$ cat config.mk
export PLATFORM = sky130hd
export DESIGN_NAME = mon_prod_feeder
export DESIGN_NICKNAME = d
export VERILOG_FILES = /design/src/rtl/mon_prod_feeder.sv
export SDC_FILE = /design/constraint.sdc
export NUM_CORES = 1
export LEC_CHECK = 0
export ABC_AREA = 1
export CORE_MARGIN = 3
export CORE_UTILIZATION = 52
export CTS_BUF_LIST = sky130_fd_sc_hd__clkbuf_4 sky130_fd_sc_hd__clkbuf_8
export DETAILED_ROUTE_END_ITERATION = 8
export GPL_TIMING_DRIVEN = 0
export HOLD_SLACK_MARGIN = 0.06
export PLACE_DENSITY = 0.88
export SLEW_MARGIN = 30
export SYNTH_ARGS = -nofsm -noshare
export SYNTH_HDL_FRONTEND = slang
export SYNTH_SLANG_ARGS = --single-unit
$ cat constraint.sdc
create_clock -name clk -period 3.1 [get_ports clk]
set_clock_uncertainty 0.2 [all_clocks]
set_input_delay 0.31 -clock clk [delete_from_list [all_inputs] [get_ports clk]]
set_output_delay 0.31 -clock clk [all_outputs]
set_load 0.01 [all_outputs]
$ cat src/rtl/mon_prod_feeder.sv
// mon_prod_feeder: gathers A/B/M words from the UART word path, starts mon_prod, then streams P back out.
// Defining MPF_TIMEOUT_EN adds a WAIT watchdog: a sticky err flag plus an all-ones result on expiry.
module mon_prod_feeder #(
  parameter int N              = 32,
  parameter int BITLEN         = 64,
  parameter int TIMEOUT_CYCLES = 4096
) (
  input  logic              clk,
  input  logic              rst_n,
  input  logic              rx_valid_i,
  input  logic [N-1:0]      rx_bytes_i,
  output logic              start_o,
  output logic [BITLEN-1:0] a_o,
  output logic [BITLEN-1:0] b_o,
  output logic [BITLEN-1:0] m_o,
  input  logic              stop_i,
  input  logic [BITLEN-1:0] p_i,
  output logic              tx_valid_o,
  output logic [N-1:0]      tx_bytes_o,
  input  logic              tx_ready_i,
  output logic              busy_o,
  output logic              rx_drop_o,
  output logic              err_o
);

  localparam int WORDS = BITLEN / N;
  localparam int CW = (WORDS > 1) ? $clog2(WORDS) : 1;
  localparam logic [CW-1:0] LAST = CW'(WORDS - 1);

  if ((BITLEN % N) != 0 || BITLEN < N || TIMEOUT_CYCLES < 1) begin : g_bad_param
    $error("mon_prod_feeder: BITLEN must be a non-zero multiple of N and TIMEOUT_CYCLES >= 1");
  end

  // LOAD_A/B/M: collect operand words | START: pulse start | WAIT: await stop | SEND: stream result
  typedef enum logic [2:0] {LOAD_A, LOAD_B, LOAD_M, START, WAIT, SEND} state_t;

  state_t            state_q;
  logic [CW-1:0]     cnt_q;
  logic [BITLEN-1:0] a_q, b_q, m_q, res_q;
  logic              start_q, tx_valid_q, rx_drop_q;
  logic              last_word;

`ifdef MPF_TIMEOUT_EN
  localparam int TW = $clog2(TIMEOUT_CYCLES + 1);
  logic [TW-1:0] tmr_q;
  logic          err_q;
`endif

  assign last_word = (cnt_q == LAST);

  always_ff @(posedge clk or negedge rst_n) begin
    if (!rst_n) begin
      state_q    <= LOAD_A;
      cnt_q      <= '0;
      a_q        <= '0;
      b_q        <= '0;
      m_q        <= '0;
      res_q      <= '0;
      start_q    <= 1'b0;
      tx_valid_q <= 1'b0;
      rx_drop_q  <= 1'b0;
`ifdef MPF_TIMEOUT_EN
      tmr_q      <= '0;
      err_q      <= 1'b0;
`endif
    end else begin
      start_q   <= 1'b0;
      rx_drop_q <= rx_valid_i && (state_q inside {START, WAIT, SEND});
      case (state_q)
        LOAD_A: if (rx_valid_i) begin
          a_q[cnt_q*N +: N] <= rx_bytes_i;
          cnt_q <= last_word ? '0 : cnt_q + 1'b1;
          if (last_word) state_q <= LOAD_B;
        end
        LOAD_B: if (rx_valid_i) begin
          b_q[cnt_q*N +: N] <= rx_bytes_i;
          cnt_q <= last_word ? '0 : cnt_q + 1'b1;
          if (last_word) state_q <= LOAD_M;
        end
        LOAD_M: if (rx_valid_i) begin
          m_q[cnt_q*N +: N] <= rx_bytes_i;
          cnt_q <= last_word ? '0 : cnt_q + 1'b1;
          if (last_word) begin
            state_q <= START;
            start_q <= 1'b1;
          end
        end
        START: begin
          state_q <= WAIT;
`ifdef MPF_TIMEOUT_EN
          tmr_q   <= TW'(TIMEOUT_CYCLES - 1);
`endif
        end
        WAIT: begin
          if (stop_i) begin
            res_q      <= p_i;
            cnt_q      <= '0;
            tx_valid_q <= 1'b1;
            state_q    <= SEND;
          end
`ifdef MPF_TIMEOUT_EN
          else if (tmr_q == '0) begin
            err_q      <= 1'b1;
            res_q      <= '1;
            cnt_q      <= '0;
            tx_valid_q <= 1'b1;
            state_q    <= SEND;
          end else begin
            tmr_q <= tmr_q - 1'b1;
          end
`endif
        end
        SEND: if (tx_ready_i) begin
          if (last_word) begin
            cnt_q      <= '0;
            tx_valid_q <= 1'b0;
            state_q    <= LOAD_A;
          end else begin
            cnt_q <= cnt_q + 1'b1;
          end
        end
        default: state_q <= LOAD_A;
      endcase
    end
  end

  assign start_o    = start_q;
  assign a_o        = a_q;
  assign b_o        = b_q;
  assign m_o        = m_q;
  assign tx_valid_o = tx_valid_q;
  assign tx_bytes_o = res_q[cnt_q*N +: N];
  assign busy_o     = !(state_q == LOAD_A && cnt_q == '0);
  assign rx_drop_o  = rx_drop_q;
`ifdef MPF_TIMEOUT_EN
  assign err_o = err_q;
`else
  assign err_o = 1'b0;
`endif

endmodule
==> results of run 1 <==
==> cell usage in the layout (no fill, tap or decap), types with 18 or more instances in the layout <==
cell,synthesis,layout
buf_2,30,30
o21ai_2,32,32
o21ai_1,108,108
clkdlybuf4s50_1,0,327
o21ai_0,81,81
inv_1,71,71
dfrtp_1,263,263
buf_6,18,18
nand2_1,365,365
clkbuf_8,0,58
o21a_1,32,32
==> worst max path at each step <==
stage                     depth (start not counted)  start              to
after global routing                              4  cnt_q  tx_bytes_o[24]
after floorplan                                   4  cnt_q  tx_bytes_o[25]
after detailed placement                          6  cnt_q  tx_bytes_o[12]
after global placement                            1  rst_n         m_o[58]
after CTS                                         6  cnt_q   tx_bytes_o[1]
final                                             4  cnt_q   tx_bytes_o[1]
==> per-stage QoR <==
| stage | cells | setup WS, ns | TNS [ns] | util | hold slack (ns) |
|---|---|---|---|---|---|
| 6_report | 1731 | 0.312 | 0 | 0.771 | 0.119 |
| 5_1_grt | 1731 | 0.218 | 0 | 0.771 | 0.106 |
| 4_1_cts | 1731 | 0.0746 | 0 | 0.771 | 0.0888 |
| 3_5_place_dp | 1656 | 0.528 | 0 | 0.722 | 0.00368 |
| 3_3_place_gp | 1653 | -9.41 | -2469.86 | 0.717 | 0.253 |
| 2_1_floorplan | 1060 | 1.42 | 0 | - | -0.186 |
==> layout make-up <==
| cell class | count | area [um2] | share of cell area |
|---|---|---|---|
| Sequential cell | 263 | 6580 | 0.437 |
| Antenna cell | 1 | 2.50 | 0.000166 |
| Clock inverter | 5 | 52.6 | 0.00349 |
| Timing Repair Buffer | 333 | 3400 | 0.226 |
| Tap cell | 265 | 332 | 0.0220 |
| Multi-Input combinational cell | 659 | 3100 | 0.206 |
| Clock buffer | 68 | 873 | 0.0580 |
| Inverter | 77 | 289 | 0.0192 |
| Buffer | 60 | 414 | 0.0275 |
==> state kept, by name (all words and copies together), names as in the netlist <==
name        count
a_o            64
b_o            64
rx_drop_o       1
res_q          64
state_q         3
cnt_q           1
tx_valid_o      1
m_o            64
start_o         1
==> routing by layer <==
layer / up-vias / global-route usage / wire length [um]
met5: - / 0 / 0
met4: 0 / 0.147 / 1560
met3: 128 / 0.0972 / 3630
met2: 579 / 0.532 / 16900
met1: 4586 / 0.357 / 12100
li1: 4136 / - / -
==> tightest hold or removal path, delay by kind of cell <==
family	cells	cell delay (ns)
buffers and inverters	1	0.39
AND/OR/NAND/NOR	2	0.10
==> power breakdown <==
part | internal (mW) | switching, mW
registers | 5.04 | 0.952
clock network | 1.86 | 1.34
logic | 3.71 | 3.64
total | 10.6 | 5.92
==> what timing repair did <==
| item | CTS | global route |
|---|---|---|
| endpoints found under the hold margin | 187 | 0 |
| endpoints found under the setup margin | 1 | 27 |
| resized for setup | 1 | 0 |
| hold buffers | 2 | 0 |
==> logic make-up (layout without fill, tap and decap cells) <==
logic type             after synthesis  in the layout
buffers and inverters              138            543
other                                1              2
AND/OR/NAND/NOR                    395            395
AO/OA/AOI/OAI                      263            263
flip-flops                         263            263
==> out/metrics.yaml, run 1 <==
outcome:
  outcome: "finished clean"
floorplanning:
  die-area_um2: 21700
  io_pins: 330
  die_h_um: 147
  initial_core_util: 0.532
  fp.dieW_um: 147
  std_cell_rows: 51
  core_area_um2: 19500
finish:
  drive_above_1_share: 0.126
  syn_to_final_growth_pct: 44.8
  nets: 1536
  nFillCells: 1219
  fin_area_um2: 15000
detailed_routing:
  first_pass_iters: 5
  via_per_inst: 5.45
  wl_per_cell_um: 19.7
  via_count: 9429
  antenna_left: 0
  route.detailed.drc: 0
  first_iter_violations: 506
  totalWireLength_um: 34200
power_and_ir_drop:
  finalPower_mw: 16.5
  p_leak_nw: 6.96
  power_density_nw_per_um2: 1100
  ir_drop_uv: 547
synthesis:
  ys_seq_area_frac: 0.634
  syn-num-nets: 1161
  synth_edf_count: 0
  async_reset_ff_frac: 1.00
  synth_top_family_by_area: "simple AND/OR/NAND/NOR gates"
  synthAdderAreaFrac: 0
  synth_xor_area_frac: 0
  synth_area_per_cell_um2: 9.80
  synth_top_area_frac: 0.634
  synthMostInstantiatedCell: "nand2_1"
  ys_ff_latch: 263
  mappedNetlistArea_um2: 10400
  synth_area_leaders: "dfrtp_1 (63%), nand2_1 (13%), o21ai_1 (5.2%), o21ai_0 (3.9%), o21ai_2 (2.7%)"
  yosys.area_share.simple: 0.152
  muxShareOfSynthArea: 0
  synthFlopType: "dfrtp_1"
  yosys.area.top_type: "dfrtp_1"
  synth_cells: 1060
  synth_commonest_cells: "nand2_1 (365), dfrtp_1 (263), o21ai_1 (108), o21ai_0 (81), inv_1 (71)"
  ys_warn_count: 0
  synth_compound_area_frac: 0.146
  yosysUniqueCellTypes: 22
critical_path:
  reg2reg_to: "m_o[40]"
  max_stage_delay_ns: 0.60
  end_kind: "primary output"
  critPathRequiredTime_ns: 2.59
  worstPathMaxFanout: 17
  ff2ff_setup_slack_ns: 1.19
  reg2reg_from: "state_q[2]"
  crit_buf_inv: 3
  worstSetupPathType: "flop to primary output"
  path_delay_family: "buffers and inverters"
  worstPathArrival_ns: 2.28
  cp-start-kind: "flop"
  path_cells: "buf_4, clkbuf_1, o21ai_0, clkdlybuf4s50_1"
  worst_path_max_delay_cell: "clkdlybuf4s50_1"
  reg2regPathDepth: 10
clock_network:
  cts-root-buf: "clkbuf_8"
  cts_tree: "yes"
  max-clock-path-buffers: 3
  clk_latency_ns: 0.52
  clock_sinks: 263
  cts_buffers: 41
  post_cts_buffers: 0
  htreeDepth: 2
  clk_pin_slew_worst_paths_ns: 0.06
grt:
  antenna_found_initial: 1
  grt_pass1_wl_um: 53200
  grt_pass1_vias: 9769
  grt_max_degree: 87
  globalRouteTotalUtil: 0.311
  overflow: 0
min_path:
  hold_end: "res_q[35]"
  hold_depth: 3
  hp-class: "input pin to flop"
  hold_path.startpoint: "p_i[35]"
job:
  cap_violations: 0
placed_design:
  dpl-instance-area_um2: 14100
  portBuffers: 328
  place.gp.congestion: 0.902
  post-dp-hpwl_um: 23600
sta:
  fin_crit_ns: 2.79
  hold_violations: 0
  slew_violations: 0
  relSlewSlack: 0.657
  rsz0062_at_grt: "no"
  tightest_slew_ns: 0.514
  fmax_ghz: 0.359
  fin_crit_sh: 0.899
  setup_viol: 0
Note: power is estimated with default switching activity, not from simulation.
==> run 2, diff against run 1 <==
Settings changed: CORE_UTILIZATION 52 to 48, PLACE_DENSITY 0.88 to 0.82.
Clock period 3.1 ns to 3.05 ns, I/O delays scaled along.
==> out/metrics.yaml, run 2 (same netlist as run 1, synthesis figures left out) <==
outcome:
  outcome: "finished clean"
clock_network:
  htreeDepth: 2
  clk_pin_slew_worst_paths_ns: 0.06
  post_cts_buffers: 0
  cts_tree: "yes"
  clock_sinks: 263
  cts-root-buf: "clkbuf_8"
  max-clock-path-buffers: 3
  cts_buffers: 44
  clk_latency_ns: 0.54
detailed_routing:
  route.detailed.drc: 0
  via_count: 9072
  first_iter_violations: 445
  via_per_inst: 5.20
  wl_per_cell_um: 18.7
  first_pass_iters: 5
  antenna_left: 0
  totalWireLength_um: 32600
sta:
  fin_crit_sh: 0.954
  setup_viol: 0
  relSlewSlack: 0.633
  slew_violations: 0
  rsz0062_at_grt: "no"
  fin_ws_ns: 0.141
  tightest_slew_ns: 0.551
  fin_crit_ns: 2.91
  setup_tns_ns: 0
  fmax_ghz: 0.344
  hold_violations: 0
power_and_ir_drop:
  power_density_nw_per_um2: 1110
  ir_drop_uv: 518
  p_leak_nw: 6.96
critical_path:
  end_kind: "primary output"
  worstPathMaxFanout: 17
  critPathRequiredTime_ns: 2.54
  ff2ff_setup_slack_ns: 1.19
  reg2reg_from: "state_q[1]"
  reg2reg_to: "b_o[24]"
  endpoint: "tx_bytes_o[0]"
  reg2regPathDepth: 8
  worstSetupPathType: "flop to primary output"
  worstPathArrival_ns: 2.40
  cp-start-kind: "flop"
  cp-startpoint: "cnt_q"
grt:
  grt_max_degree: 85
  grt_pass1_wl_um: 51000
  antenna_found_initial: 0
  overflow: 0
  globalRouteTotalUtil: 0.272
  grt_pass1_vias: 9226
finish:
  final_cell_mix: "nand2_1 (365), clkdlybuf4s50_1 (327), dfrtp_1 (263)"
  num_antenna_cells: 0
  syn_to_final_growth_pct: 44.9
  drive_above_1_share: 0.128
  nets: 1538
  layout_commonest_cell: "nand2_1"
job:
  cap_violations: 0
floorplanning:
  die_h_um: 153
  die-area_um2: 23400
  std_cell_rows: 53
  initial_core_util: 0.491
  fp.dieW_um: 153
  core_area_um2: 21200
  io_pins: 330
placed_design:
  place.gp.congestion: 0.858
  place_ws_ns: 0.482
  post-dp-hpwl_um: 23800
  portBuffers: 328
min_path:
  hp-class: "input pin to flop"
run 2: timing repair:
action                                  4_1_cts  5_1_grt
endpoints found under the setup margin        6        0
hold buffers                                  1        0
gates resized for setup                       1        0
endpoints found under the hold margin       201        0
run 2: per-layer routing:
metal / GRT usage / vias up / routed length, um
met4: 0.0866 / 0 / 782
met5: 0 / - / 0
met1: 0.326 / 4427 / 12400
li1: - / 4154 / -
met2: 0.474 / 444 / 16200
met3: 0.0810 / 47 / 3140
run 2: worst min path at each step:
stage                   start        end  slack [ns]  depth (start not counted)
floorplan               rst_n     a_o[0]       -0.19                          0
global placement    res_q[35]  res_q[35]        0.25                          2
detailed placement      rst_n    m_o[10]        0.11                          1
CTS                   p_i[44]  res_q[44]        0.07                          3
finish                p_i[44]  res_q[44]         0.1                          3
global route          p_i[54]  res_q[54]        0.09                          3
run 2: through the flow:
stage               cells  instance area, um2  utilization  hold slack [ns]  power [mW]
floorplan            1060               10400            -           -0.191        9.06
global placement     1663               14000        0.663            0.254        13.1
detailed placement   1666               14100        0.667            0.106        13.4
CTS                  1744               15100        0.711           0.0730        16.7
global route         1744               15100        0.711           0.0922        17.6
finish               1744               15100        0.711           0.0981        16.6
run 2: final cells by class:
cell class	count	area, um2
inverters	77	289
flip-flops and latches	263	6580
fillers	1539	6100
clock inverters	8	46.3
multi-input cells	659	3100
plain buffers	60	414
well taps	275	344
repair buffers	332	3380
clock buffers	70	895
run 2: critical path, cell delays in order (launching register included):
cell and delay [ns]:
dfrtp_1 0.36, buf_4 0.21, clkbuf_1 0.24, o21ai_0 0.42
clkdlybuf4s50_1 0.63
run 2: power by group:
part	internal (mW)	switching, mW
clock	1.86	1.40
combinational	3.77	3.60
sequential	5.12	0.899
==> run 3, diff against run 2 <==
Settings changed: CORE_MARGIN 3 to 1.5, CORE_UTILIZATION 48 to 35, PLACE_DENSITY 0.82 to 0.63.
==> out/metrics.yaml, run 3 (same netlist as run 1, synthesis figures left out) <==
sta:
  relSlewSlack: 0.639
  rsz0062_at_grt: "no"
  hold_violations: 0
  tightest_slew_ns: 0.541
  setup_viol: 0
  fin_crit_ns: 2.90
  fmax_ghz: 0.344
  slew_violations: 0
  fin_crit_sh: 0.952
power_and_ir_drop:
  power_switching_mw: 5.84
  power_density_nw_per_um2: 1090
  p_int_mw: 11.0
  ir_drop_uv: 423
  clkPwrFrac: 0.210
  p_leak_nw: 7.03
  comb_power_share: 0.435
  sw_frac_of_total: 0.348
  p_seq_frac: 0.355
  finalPower_mw: 16.8
clock_network:
  clk_pin_slew_worst_paths_ns: 0.06
  clock_sinks: 263
  clk_latency_ns: 0.55
  cts_buffers: 45
  max-clock-path-buffers: 3
  post_cts_buffers: 0
  cts-root-buf: "clkbuf_8"
  cts_tree: "yes"
  htreeDepth: 2
critical_path:
  worstSetupPathType: "flop to primary output"
  ff2ff_setup_slack_ns: 1.14
  cp-startpoint: "cnt_q"
  path_cells: "buf_4, clkbuf_1, o21ai_0, clkdlybuf4s50_1"
  endpoint: "tx_bytes_o[0]"
  cp-start-kind: "flop"
  reg2reg_to: "res_q[9]"
  reg2reg_from: "state_q[1]"
  worstPathMaxFanout: 17
  critPathRequiredTime_ns: 2.54
  worstPathArrival_ns: 2.40
  reg2regPathDepth: 6
  worst_path_max_delay_cell: "clkdlybuf4s50_1"
  max_stage_delay_ns: 0.62
  end_kind: "primary output"
floorplanning:
  die-area_um2: 30700
  core_area_um2: 28900
  fp.dieW_um: 175
  die_h_um: 175
  io_pins: 330
  initial_core_util: 0.359
  std_cell_rows: 62
detailed_routing:
  first_iter_violations: 535
  route.detailed.drc: 0
  dr_wl_met2_um: 15300
  dr_wl_met3_um: 2850
  antenna_left: 0
  wl_met1_um: 14000
  wl_per_cell_um: 17.7
  first_pass_iters: 4
  via_count: 8696
  via_per_inst: 4.67
  totalWireLength_um: 33000
  top_layer: "met4"
grt:
  overflow: 0
  grt_max_degree: 81
  grt_pass1_vias: 8703
  globalRouteTotalUtil: 0.215
  antenna_found_initial: 0
  grt_pass1_wl_um: 50900
placed_design:
  dpl-instance-area_um2: 14200
  portBuffers: 328
  post-dp-hpwl_um: 23900
  place.gp.congestion: 0.833
finish:
  drive_above_1_share: 0.128
  final_cell_mix: "nand2_1 (365), clkdlybuf4s50_1 (327), dfrtp_1 (263)"
  nets: 1548
  fin_area_um2: 15400
  syn_to_final_growth_pct: 47.9
  final_util: 0.531
  num_antenna_cells: 0
  layout_commonest_cell: "nand2_1"
job:
  cap_violations: 0
outcome:
  outcome: "finished clean"
min_path:
  hold_depth: 3
  hp-class: "input pin to flop"
## run 3: critical path, delay by kind of cell, from the launching register on
family / cells / cell delay, ns
AOI/OAI and AO/OA: 1 / 0.40
buffers and inverters: 3 / 1.09
DFF: 1 / 0.35
## run 3: cell type report
type | count | area, um2
fill | 2664 | 13600
tap | 384 | 480
clock inverter | 13 | 153
buffer | 60 | 413
sequential | 263 | 6580
timing repair buffer | 341 | 3490
clock buffer | 67 | 860
inverter | 77 | 289
multi-input combinational | 659 | 3100
## run 3: per-layer routing
layer / vias to the layer above / global-route usage
met2: 328 / 0.354
met4: 0 / 0.0655
met1: 4129 / 0.275
met5: - / 0
met3: 68 / 0.0613
li1: 4171 / -
## run 3: power groups by stage
stage / clock [mW] / combinational (mW) / sequential, mW
floorplan: 0 / 2.61 / 6.46
global placement: 0 / 7.25 / 5.98
detailed placement: 0 / 7.35 / 6.00
CTS: 3.62 / 7.40 / 5.96
global route: 3.78 / 7.95 / 6.15
finish: 3.53 / 7.31 / 5.96
## run 3: how the worst min path moves through the flow
stage / from / to
2_1_floorplan: rst_n / a_o[0]
3_3_place_gp: res_q[45] / res_q[45]
3_5_place_dp: rst_n / b_o[41]
4_1_cts: p_i[49] / res_q[49]
5_1_grt: p_i[51] / res_q[51]
6_report: p_i[49] / res_q[49]
## run 3: repair_timing
action,in CTS,in global routing
hold buffers,10,0
endpoints found under the setup margin,32,0
resized for setup,0,0
endpoints found under the hold margin,204,0
## run 3: per-stage QoR
step                      hold WS (ns)  cells  TNS (ns)  setup slack [ns]
after floorplan                 -0.191   1060         0              1.38
after global placement           0.255   1772  -2635.99            -10.05
after detailed placement        0.0380   1775         0             0.421
after CTS                       0.0643   1864         0             0.123
after global routing            0.0859   1864         0            0.0195
final                           0.0944   1864         0             0.147
